**src/rtl/operand_wb_pkg.sv**
```systemverilog
// Shared types and constants for the operand/write-back datapath stage.
//   state_t : operation sequencer states
//   ALU_*   : ALU opcodes carried on ALUop
//   SH_*    : B-operand shift codes
//   ctrl_t  : per-operation controls latched at start
package operand_wb_pkg;

  localparam int unsigned W_DEFAULT = 16;
  localparam int unsigned NREG      = 8;
  localparam int unsigned REG_AW    = $clog2(NREG);

  typedef enum logic [2:0] {
    IDLE   = 3'd0,
    LOAD_A = 3'd1,
    LOAD_B = 3'd2,
    EXEC   = 3'd3,
    WRITE  = 3'd4
  } state_t;

  localparam logic [1:0] ALU_ADD  = 2'b00;
  localparam logic [1:0] ALU_SUB  = 2'b01;
  localparam logic [1:0] ALU_AND  = 2'b10;
  localparam logic [1:0] ALU_NOTB = 2'b11;

  localparam logic [1:0] SH_NONE = 2'b00;
  localparam logic [1:0] SH_LSL1 = 2'b01;
  localparam logic [1:0] SH_LSR1 = 2'b10;
  localparam logic [1:0] SH_ASR1 = 2'b11;

  typedef struct packed {
    logic [1:0]        op;
    logic [REG_AW-1:0] rn;
    logic [REG_AW-1:0] rm;
    logic [REG_AW-1:0] rd;
    logic [1:0]        shift;
    logic              asel;
    logic              bsel;
    logic              wb_en;
  } ctrl_t;

endpackage

```
**src/rtl/regfile_8x16.sv**
```systemverilog
// Register file: NREG words of W bits.
//   clk, reset          : clock, synchronous active-high clear of all words
//   write/writenum/data_in : synchronous write port
//   readnum/data_out    : combinational read port
module regfile_8x16
  import operand_wb_pkg::*;
#(
  parameter int unsigned W = W_DEFAULT
) (
  input  logic              clk,
  input  logic              reset,
  input  logic              write,
  input  logic [REG_AW-1:0] writenum,
  input  logic [W-1:0]      data_in,
  input  logic [REG_AW-1:0] readnum,
  output logic [W-1:0]      data_out
);

  logic [W-1:0] regs_q [NREG];

  // Reset clear has priority, so a write in the reset cycle is dropped.
  always_ff @(posedge clk) begin
    if (reset) begin
      regs_q <= '{default: '0};
    end else if (write) begin
      regs_q[writenum] <= data_in;
    end
  end

  assign data_out = regs_q[readnum];

endmodule

```
**src/rtl/operand_wb_stage.sv**
```systemverilog
// Register-file datapath stage around an external ALU. One operation per
// start pulse: read Rn -> A, read Rm -> B, present operands, capture result
// into C/status, optionally write C back to Rd.
//   clk, reset                 : clock, synchronous active-high reset
//   start, op, rn, rm, rd,
//   shift, asel, bsel, sximm5,
//   wb_en                      : operation request, latched in IDLE on start
//   ext_we/ext_wnum/ext_wdata  : external register write, IDLE only
//   alu_out, alu_z/n/v         : ALU result and flags
//   Ain, Bin, ALUop, alu_valid : ALU operands (qualify with alu_valid)
//   datapath_out, status       : C register and {Z,N,V}
//   busy, done                 : not-IDLE indicator, WRITE-cycle pulse
module operand_wb_stage
  import operand_wb_pkg::*;
#(
  parameter int unsigned W = W_DEFAULT
) (
  input  logic              clk,
  input  logic              reset,
  input  logic              start,
  input  logic [1:0]        op,
  input  logic [REG_AW-1:0] rn,
  input  logic [REG_AW-1:0] rm,
  input  logic [REG_AW-1:0] rd,
  input  logic [1:0]        shift,
  input  logic              asel,
  input  logic              bsel,
  input  logic [W-1:0]      sximm5,
  input  logic              wb_en,
  input  logic              ext_we,
  input  logic [REG_AW-1:0] ext_wnum,
  input  logic [W-1:0]      ext_wdata,
  input  logic [W-1:0]      alu_out,
  input  logic              alu_z,
  input  logic              alu_n,
  input  logic              alu_v,
  output logic [W-1:0]      Ain,
  output logic [W-1:0]      Bin,
  output logic [1:0]        ALUop,
  output logic              alu_valid,
  output logic [W-1:0]      datapath_out,
  output logic [2:0]        status,
  output logic              busy,
  output logic              done
);

  state_t       state_q;
  ctrl_t        ctrl_q;
  logic [W-1:0] imm_q;
  logic [W-1:0] a_q;
  logic [W-1:0] b_q;
  logic [W-1:0] c_q;
  logic [2:0]   status_q;
  logic         busy_q;
  logic         done_q;
  logic         valid_q;

  logic [REG_AW-1:0] rf_raddr;
  logic [W-1:0]      rf_rdata;
  logic              rf_we;
  logic [REG_AW-1:0] rf_waddr;
  logic [W-1:0]      rf_wdata;
  logic [W-1:0]      b_shifted;

  // Single read port: Rm during LOAD_B, Rn otherwise.
  assign rf_raddr = (state_q == LOAD_B) ? ctrl_q.rm : ctrl_q.rn;

  // Write port shared between the IDLE external write and the WRITE-state write-back.
  always_comb begin
    rf_we    = 1'b0;
    rf_waddr = ext_wnum;
    rf_wdata = ext_wdata;
    if (state_q == IDLE && ext_we) begin
      rf_we = 1'b1;
    end else if (state_q == WRITE && ctrl_q.wb_en) begin
      rf_we    = 1'b1;
      rf_waddr = ctrl_q.rd;
      rf_wdata = c_q;
    end
  end

  regfile_8x16 #(.W(W)) u_regfile (
    .clk      (clk),
    .reset    (reset),
    .write    (rf_we),
    .writenum (rf_waddr),
    .data_in  (rf_wdata),
    .readnum  (rf_raddr),
    .data_out (rf_rdata)
  );

  // B-operand shifter: LSL/LSR fill with zero, ASR replicates the sign bit.
  always_comb begin
    b_shifted = b_q;
    case (ctrl_q.shift)
      SH_LSL1: b_shifted = {b_q[W-2:0], 1'b0};
      SH_LSR1: b_shifted = {1'b0, b_q[W-1:1]};
      SH_ASR1: b_shifted = {b_q[W-1], b_q[W-1:1]};
      default: b_shifted = b_q;
    endcase
  end

  always_comb begin
    Ain = ctrl_q.asel ? '0 : a_q;
    Bin = ctrl_q.bsel ? imm_q : b_shifted;
  end

  // Sequencer with datapath registers; status outputs are set for the next state.
  always_ff @(posedge clk) begin
    if (reset) begin
      state_q  <= IDLE;
      ctrl_q   <= '0;
      imm_q    <= '0;
      a_q      <= '0;
      b_q      <= '0;
      c_q      <= '0;
      status_q <= 3'b000;
      busy_q   <= 1'b0;
      done_q   <= 1'b0;
      valid_q  <= 1'b0;
    end else begin
      case (state_q)
        IDLE: begin
          if (start) begin
            ctrl_q  <= '{op: op, rn: rn, rm: rm, rd: rd, shift: shift,
                         asel: asel, bsel: bsel, wb_en: wb_en};
            imm_q   <= sximm5;
            state_q <= LOAD_A;
            busy_q  <= 1'b1;
          end
        end
        LOAD_A: begin
          a_q     <= rf_rdata;
          state_q <= LOAD_B;
        end
        LOAD_B: begin
          b_q     <= rf_rdata;
          state_q <= EXEC;
          valid_q <= 1'b1;
        end
        EXEC: begin
          c_q      <= alu_out;
          status_q <= {alu_z, alu_n, alu_v};
          state_q  <= WRITE;
          valid_q  <= 1'b0;
          done_q   <= 1'b1;
        end
        WRITE: begin
          state_q <= IDLE;
          done_q  <= 1'b0;
          busy_q  <= 1'b0;
        end
        default: begin
          state_q <= IDLE;
          busy_q  <= 1'b0;
          done_q  <= 1'b0;
          valid_q <= 1'b0;
        end
      endcase
    end
  end

  assign ALUop        = ctrl_q.op;
  assign alu_valid    = valid_q;
  assign datapath_out = c_q;
  assign status       = status_q;
  assign busy         = busy_q;
  assign done         = done_q;

endmodule

```
**config.mk**
```make
export PLATFORM = sky130hd
export DESIGN_NAME = operand_wb_stage
export DESIGN_NICKNAME = d
export VERILOG_FILES = /design/src/rtl/operand_wb_pkg.sv /design/src/rtl/regfile_8x16.sv /design/src/rtl/operand_wb_stage.sv
export SDC_FILE = /design/constraint.sdc
export NUM_CORES = 1
export LEC_CHECK = 0
export ABC_AREA = 1
export CAP_MARGIN = 25
export CORE_MARGIN = 4
export CORE_UTILIZATION = 40
export CTS_BUF_LIST = sky130_fd_sc_hd__clkbuf_8 sky130_fd_sc_hd__clkbuf_16
export DETAILED_ROUTE_END_ITERATION = 8
export PLACE_DENSITY_LB_ADDON = 0.12
export SYNTH_ARGS = -nofsm -noshare
export SYNTH_HDL_FRONTEND = slang
export SYNTH_SLANG_ARGS = --single-unit
```
**constraint.sdc**
```tcl
create_clock -name clk -period 1.4 [get_ports clk]
set_input_delay 0.21 -clock clk [delete_from_list [all_inputs] [get_ports clk]]
set_output_delay 0.21 -clock clk [all_outputs]
set_load 0.1 [all_outputs]
```
==> impl_metrics.tcl <==
set metrics [dict create \
    status "finished, violations left" \
    violations "setup timing" \
    slew_headroom 0.722 \
    ys_top_cells_by_count "227 x inv_1, 217 x dfxtp_1, 214 x a21oi_1, 167 x nand3_1, 119 x o21ai_0" \
    final_nets 1701 \
    overflow 0 \
    fin_crit_ns 2.09 \
    crit_required_ns 1.19 \
    synth.area.top_cells "dfxtp_1 44%, a21oi_1 11%, inv_1 8.6%" \
    setup_ws_ns -0.694 \
    max-vdd-ir-drop_mv 1.17 \
    regToRegSetupSlack_ns -0.56 \
    io_buffer_count 129 \
    drive_gt1_frac 0.547 \
    setup_violations 219 \
    syn-cell-area_um2 9960 \
    route.detailed.drc 0 \
    power.density_nw_per_um2 1150 \
    groute.usage.overall 0.282 \
    syn_nets 1451 \
    synth_area_leader_cell "dfxtp_1" \
    p_leak_nw 7.15 \
    die_h_um 166 \
    drtIter0Drc 1149 \
    worstRegToRegCells 10 \
    io_pins 130 \
    drv_cap 0 \
    place_congestion 0.803 \
    synth-seq-cells 217 \
    core-area_um2 24400 \
    skew_ns 0.0214 \
    diodes 0 \
    total_power_mw 22.0 \
    synth_top_family_by_area "compound AO/OA/AOI/OAI gates" \
    timing.fmax_mhz 478 \
    wire_per_inst_um 24.8 \
    post-route-util 0.784 \
    finalCritPeriodShare 1.50 \
    yosys_warnings 0 \
    path_clk_slew_ns 0.06 \
    hold_depth 3 \
    drtPass1Iterations 5 \
    antenna_left 0 \
    worst_slew_pin_slew_ns 0.417 \
    tritoncts "built" \
    ys_seq_area_frac 0.436 \
    netlist_instances 1377 \
    htreeDepth 1 \
    synthFlopType "dfxtp_1" \
    clk_path_buf_depth 3 \
    die_w_um 166 \
    avgViaCountPerCell 5.93 \
    worstSetupPathType "register to output pin" \
    hold_viol_final 0 \
    synth_edf_count 0 \
    yosysMostFrequentCell "inv_1" \
    rsz0062_at_grt "true" \
    start_util 0.409 \
    whs_ns 0.254 \
    cts_sinks 217 \
    synthSimpleGateAreaFrac 0.160 \
    rows 57 \
    synth-adder-area-share 0 \
    async_flop_share 0 \
    hpwl_um 20400 \
    cts-buffers-inserted 25 \
    syn_area_per_cell_um2 7.24 \
    path_max_fanout 5 \
    crit_path_end_kind "output pin" \
    grt_pass1_vias 10892 \
    wl_met3_um 4830 \
    vias 11682 \
    start_kind "register" \
    grt_antenna_before_repair 0 \
    highest_layer "met4" \
    synthToLayoutAreaGrowth_pct 91.9 \
    synthXorXnorAreaFrac 0 \
    maxSlewViolCount 0 \
    clock_tree.root_cell "clkbuf_16" \
    die_area_um2 27500 \
    grt_max_degree 47 \
    synth_cell_type_count 27 \
    wl_met2_um 22600 \
    synth-compound-area-share 0.265 \
    wl_met1_um 17800 \
    arrival_ns 1.88 \
    drt_wl_total_um 48800 \
    clk_latency_ns 0.56 \
    grt_pass1_wl_um 62900 \
    synthMuxAreaShare 0 \
    synth_top_area_share 0.436 \
    hp-class "input pin to register" \
]
## worst max-delay path, stage by stage (launching register included)
cell and delay (ns):
dfxtp_2 0.35, nor2_4 0.19, buf_4 0.14, buf_6 0.10, a21oi_1 0.05, o211ai_1 0.12, o21ai_1 0.13, inv_2 0.09
buf_12 0.17
## per-layer routing
layer  track usage  vias to the layer above
li1              -                     5089
met1         0.367                     5615
met2         0.450                      720
met3        0.0619                      258
met4         0.129                        0
met5             0                        -
## registers in the layout, indices dropped and copies added (netlist names)
| signal | flops |
|---|---|
| u_regfile.regs_q | 128 |
| ALUop | 2 |
| datapath_out | 16 |
| alu_valid | 1 |
| done | 1 |
| state_q | 3 |
| b_q | 16 |
| imm_q | 16 |
| status | 3 |
| busy | 1 |
| a_q | 16 |
| ctrl_q | 14 |
## report_power, final
part / total, mW / leakage (nW) / internal, mW / switching, mW
sequential: 6.76 / 1.78 / 6.52 / 0.236
clock: 7.01 / 0.450 / 4.12 / 2.89
combinational: 8.21 / 4.92 / 3.25 / 4.96
## path summary, 6_finish.rpt
path | from | to
worst min-delay path | alu_n | status[1]
worst min register to register | u_regfile.regs_q[33] | u_regfile.regs_q[33]
worst max register to register | state_q[0] | u_regfile.regs_q[1]
worst max-delay path | ctrl_q[3] | Bin[1]
## through the flow
stage | setup WS (ns) | instance area, µm² | TNS [ns] | std cells
2_1_floorplan | -0.204 | 10500 | -24.11 | 1377
3_3_place_gp | -0.423 | 13400 | -60.82 | 1822
3_5_place_dp | -0.416 | 13400 | -58.21 | 1822
4_1_cts | -0.648 | 17100 | -70.10 | 1941
5_1_grt | -0.752 | 19100 | -97.52 | 1970
6_report | -0.694 | 19100 | -84.31 | 1970
## layout by cell type (no fill, tap or decap), types with 2 or more instances in the layout
master	n
a21oi_1	93
a21oi_2	117
a21oi_4	5
buf_12	117
buf_16	23
buf_4	40
buf_6	42
buf_8	11
bufinv_16	2
clkbuf_16	37
clkbuf_8	9
clkdlybuf4s50_1	73
clkinv_2	6
clkinv_4	2
clkinvlp_4	14
dfxtp_1	194
dfxtp_2	17
dfxtp_4	6
inv_1	212
inv_2	3
inv_4	3
nand2_1	34
nand2_2	33
nand2_4	51
nand2_8	16
nand3_1	65
nand3_2	80
nand3_4	23
nor2_1	9
nor2_2	2
nor2_4	24
o21ai_0	41
o21ai_1	13
o21ai_2	117
o21ai_4	83
o22ai_1	10
o22ai_2	12
## kinds of logic (layout without fill, tap and decap cells)
family | after synthesis | after routing
AOI/OAI and AO/OA | 495 | 495
buffers and inverters | 334 | 596
DFF | 217 | 217
and+or+nand+nor | 331 | 338
## layout make-up
type,instances,area [µm²]
clock buffers,34,749
clock inverters,12,121
fillers,1473,5270
inverters,231,938
multi-input cells,833,7560
flip-flops and latches,217,4390
well taps,324,405
repair buffers,318,4940
repair inverters,1,7.51
## what timing repair did
action	CTS	global route
setup endpoints to repair	209	244
setup buffers	48	32
resized for setup	408	412
hold buffers	0	0
gates cloned	34	17
pin swaps	141	186
Power figures use the tool's default switching activity.
==> edit 1 (same flow settings) <==
Re-encode `state_t` (5 states) as Gray code, 3 bits wide.
--- a/src/rtl/operand_wb_pkg.sv
+++ b/src/rtl/operand_wb_pkg.sv
@@ -11,9 +11,9 @@
 
   typedef enum logic [2:0] {
-    IDLE   = 3'd0,
-    LOAD_A = 3'd1,
-    LOAD_B = 3'd2,
-    EXEC   = 3'd3,
-    WRITE  = 3'd4
+    IDLE   = 3'b000,
+    LOAD_A = 3'b001,
+    LOAD_B = 3'b011,
+    EXEC   = 3'b010,
+    WRITE  = 3'b110
   } state_t;
 
Function: no difference found for any inputs over 4 cycles, from zero or initial values and one cycle with reset high; so few cycles prove little.
==> edit 1 against the unedited design <==
- power increased by 3.3%
- core utilization decreased by 1.2 points
- routed wire length increased by 4.7%
- highest routed layer unchanged
- worst hold slack got worse by 0.072 ns
- the run still ends with setup timing left
- worst setup slack improved by 0.019 ns
- design area increased by 2.8%
- critical path type is now flop to flop
- sequential cell count unchanged
- largest power group unchanged
- clock power increased by 7.0%
- area after synthesis increased by 4.9%
==> edit 1: results (changes against the unedited design) <==
worst vdd ir=1260 uV (+8.0%); top cells by count, synth=nand2_1 (263), dfxtp_1 (217), inv_1 (209); # nets final=1845 (+8.5%); complex-gate fraction of the synthesized area=0.206 (-0.0591); Placer Congestion=0.845 (+5.2%); share of cells above drive strength 1=0.520 (-0.0269); Mapped Nets=1565 (+7.9%); Setup WS pre-CTS=-0.477 ns (-0.0601 ns); CP Class=flop to flop; sequential area share after synthesis=0.416 (-0.0203); number of fill cells=1456 (-1.2%); DR vias/cell=5.89 (-0.67%); first-pass GRT wire length=65.3 mm (+3.8%); hold wc startpoint=reset; Biggest register=u_regfile.regs_q; Leak=7.53 nW (+5.4%); largest net degree at the start of global routing=71 (+51%); Final setup viols=225 (+2.7%); First DRT Iteration DRCs=1483 (+29%); DR pass1 iterations=7 (+2); worst r2r src=state_q[1]$_SDFFE_PP0N_; P_sw=8.25 mW (+2.0%); vias in the first global route=11700 (+7.1%); crit-path max FO=8 (+3); post-synthesis adder-cell area fraction=0 (unchanged); post-DP HPWL=22.0 mm (+7.4%); failing checks=setup timing; top cells by area, synth=dfxtp_1 (42%), nand2_1 (9.4%), inv_1 (7.5%); Cell variety after synth=33 (+22%); Worst Tran Pin Value=0.544 ns (+0.127 ns); worst endpoint data arrival time=2.54 ns (+0.66 ns); GRT Overall Usage=0.287 (+0.00531); final worst slack=-0.675 ns (+0.0189 ns); status=finished with violations; final WL=51.1 mm (+4.7%)
[edit 1: cell count changes after synthesis, sizes merged]
cell / change
buf: -22
o21ai: -66
clkinv: +2
nor2: +126
nor3: -1
clkbuf: +13
nand3: -30
nand2: +149
nand3b: +16
inv: -13
a21oi: -61
nand4: +1
[edit 1: worst max-delay path: cells and delay by family (launching register included)]
kind                   cells  cell delay (ns)
AND/OR/NAND/NOR            7             0.83
buffers and inverters      6             0.73
flip-flops                 1             0.35
AO/OA/AOI/OAI              1             0.07
[edit 1: per-layer routing]
layer  part of all wire  up-vias  wire length [microns]  GRT usage
met1               0.35     5899                  18100      0.347
met3               0.10      314                   5340     0.0766
li1                   -     5385                      -          -
met2               0.46      883                  23700      0.475
met5                  0        -                      0          0
met4              0.078        0                   3980      0.140
[edit 1: cell families after synthesis]
logic type | count (synthesis)
flops | 217
compound gates | 368
simple gates | 592
buf+inv | 314
[edit 1: power by group through the flow]
| stage | sequential [mW] | clock [mW] | combinational [mW] |
|---|---|---|---|
| global placement | 6.91 | 0 | 5.39 |
| global route | 6.90 | 7.79 | 8.59 |
| finish | 6.87 | 7.50 | 8.35 |
| detailed placement | 6.92 | 0 | 5.42 |
| floorplan | 7.25 | 0 | 2.97 |
| CTS | 6.82 | 7.46 | 6.98 |
[edit 1: area by class of cell]
| class | instances | area share |
|---|---|---|
| Tap cell | 330 | 0.0210 |
| Clock buffer | 33 | 0.0380 |
| Sequential cell | 217 | 0.222 |
| Timing Repair Buffer | 332 | 0.249 |
| Clock inverter | 12 | 0.00942 |
| Inverter | 220 | 0.0520 |
| Timing Repair inverter | 6 | 0.00478 |
| Multi-Input combinational cell | 969 | 0.404 |
[edit 1: path summary, 6_finish.rpt]
check	to	slack, ns	cells after the start
setup / recovery	u_regfile.regs_q[111]$_SDFFE_PP0P_	-0.68	14
hold / removal	u_regfile.regs_q[127]$_SDFFE_PP0P_	0.18	4
setup reg to reg	u_regfile.regs_q[111]$_SDFFE_PP0P_	-0.68	14
hold reg to reg	imm_q[13]$_SDFFE_PP0P_	0.46	2
[edit 1: what timing repair did]
item,CTS,global route
endpoints found under the setup margin,213,244
gates cloned,36,11
gates resized for setup,509,380
pin swaps,179,186
buffers inserted,54,50
hold endpoints to repair,0,0
[edit 1: stage by stage]
step	std cells	hold WS [ns]	total power, mW	area, sq um	setup TNS (ns)
3_5_place_dp	1945	0.436	12.3	13600	-68.02
3_3_place_gp	1945	0.434	12.3	13600	-63.72
2_1_floorplan	1491	0.362	10.2	10800	-46.89
5_1_grt	2119	0.206	23.3	19600	-118.85
4_1_cts	2077	0.138	21.3	17700	-88.53
6_report	2119	0.182	22.7	19600	-105.85
==> edit 2 (config.mk and constraints unchanged) <==
Without the edit above. Change the package constant `W_DEFAULT` from 16 to 24.
--- a/src/rtl/operand_wb_pkg.sv
+++ b/src/rtl/operand_wb_pkg.sv
@@ -6,5 +6,5 @@
 package operand_wb_pkg;
 
-  localparam int unsigned W_DEFAULT = 16;
+  localparam int unsigned W_DEFAULT = 24;
   localparam int unsigned NREG      = 8;
   localparam int unsigned REG_AW    = $clog2(NREG);
Ports: changed (6 resized); port bits go from 130 to 178. No check against the original RTL was run, so the function may have changed too.
==> edit 2 against the unedited design <==
- the run still ends with setup timing left
- design area grew 33%
- first-iteration DRC count rose by 59%
- area after synthesis rose by 45%
- worst setup slack lost 0.12 ns
- count of clock-buffer cells in the layout increased by 11
- global-route usage is 1.6 points higher
- sequential cell count grew 96
- power grew 34%
- register-to-register slack worse by 0.25 ns
- core utilization is 7.1 points lower
- routed wire length grew 37%
- maximum frequency is 5.3% lower
==> edit 2: results (changes against the unedited design) <==
status=finished with violations; failing checks=setup timing; number of fill cells=2513 (+71%); via count=16600 (+42%); Leak=9.77 nW (+37%); total negative slack=-161.84 ns (-77.53 ns); total CTS buffers=37 (+48%); Worst path top cell family by delay=simple AND/OR/NAND/NOR gates; metal3 WL=7.88 mm (+63%); placed insts=2619 (+44%); first-pass GRT wire length=92.2 mm (+47%); worst endpoint data arrival time=2.68 ns (+0.80 ns); top cells by count, synth=inv_1 (334), dfxtp_1 (313), o21ai_0 (287); Slowest-stage cell, CP=dfxtp_4; complex-gate fraction of the synthesized area=0.272 (+0.00652); met1 usage=0.359 (-0.00742); vias in the first global route=16100 (+47%); WL met2=29.3 mm (+29%); Final setup viols=349 (+59%); hold path depth=3 (unchanged); DR vias/cell=5.86 (-1.2%); final WL=66.8 mm (+37%); largest net degree at the start of global routing=81 (+72%); # Post-CTS Setup Buffers=66 (+38%); dpl cell area=0.0192 sq mm (+44%); crit-path max FO=10 (+5); M3 GR Usage=0.0733 (+0.0114); # nets final=2445 (+44%); CP Buf/Inv Count=3 (-1); post-DP HPWL=30.2 mm (+48%); Syn Inst Count=1996 (+45%); H-Tree Depth=2 (+1); share of cells above drive strength 1=0.432 (-0.115); met1 wire length=23.2 mm (+30%); multiplexer area fraction after synthesis=0 (unchanged); Async SR Flop Fraction=0 (unchanged); post-CTS resize count=485 (+19%); top cells by area, synth=dfxtp_1 (43%), o21ai_0 (10%), a21oi_1 (9.6%); Worst Hold Class=input port to flop; Placer Congestion=0.824 (+2.6%); slew margin rel.=0.636 (-0.0859); sequential area share after synthesis=0.435 (-0.00143); Cell variety after synth=28 (+3.7%); First DRT Iteration DRCs=1827 (+59%); GRT Overall Usage=0.298 (+0.0162); Layout Skew=0.0335 ns (+0.0121 ns); CTS Buffer Depth=3 (unchanged); final worst slack=-0.812 ns (-0.118 ns); count of buffers from port buffering=177 (+37%); global routing usage on met2=0.474 (+0.0236); max reg flops=192 (+50%); Setup WS pre-CTS=-0.461 ns (-0.0442 ns); worst vdd ir=748 uV (-36%); Hold Slack=0.271 ns (+0.0168 ns); Mapped Nets=2094 (+44%)
-- edit 2: final timing paths --
| path | end | start |
|---|---|---|
| worst max-delay path | a_q[2]$_SDFFE_PP0P_ | state_q[0]$_SDFFE_PP0P_ |
| worst min-delay path | status[2]$_SDFFE_PP0P_ | alu_z |
| worst max register to register | a_q[2]$_SDFFE_PP0P_ | state_q[0]$_SDFFE_PP0P_ |
| worst min register to register | u_regfile.regs_q[61]$_SDFFE_PP0P_ | u_regfile.regs_q[61]$_SDFFE_PP0P_ |
-- edit 2: final cells by class --
cell class              count  area [sq um]  share of cell area
flip-flops and latches    313          6310               0.249
clock inverters            22           164             0.00647
clock buffers              45          1040              0.0409
inverters                 336          1370              0.0541
well taps                 461           577              0.0228
repair buffers            474          7090               0.280
multi-input cells        1185          8790               0.347
-- edit 2: power by group --
group	internal [mW]	switching [mW]	total (mW)
logic	3.96	6.22	10.2
registers	9.40	0.291	9.69
clock network	5.48	4.11	9.60
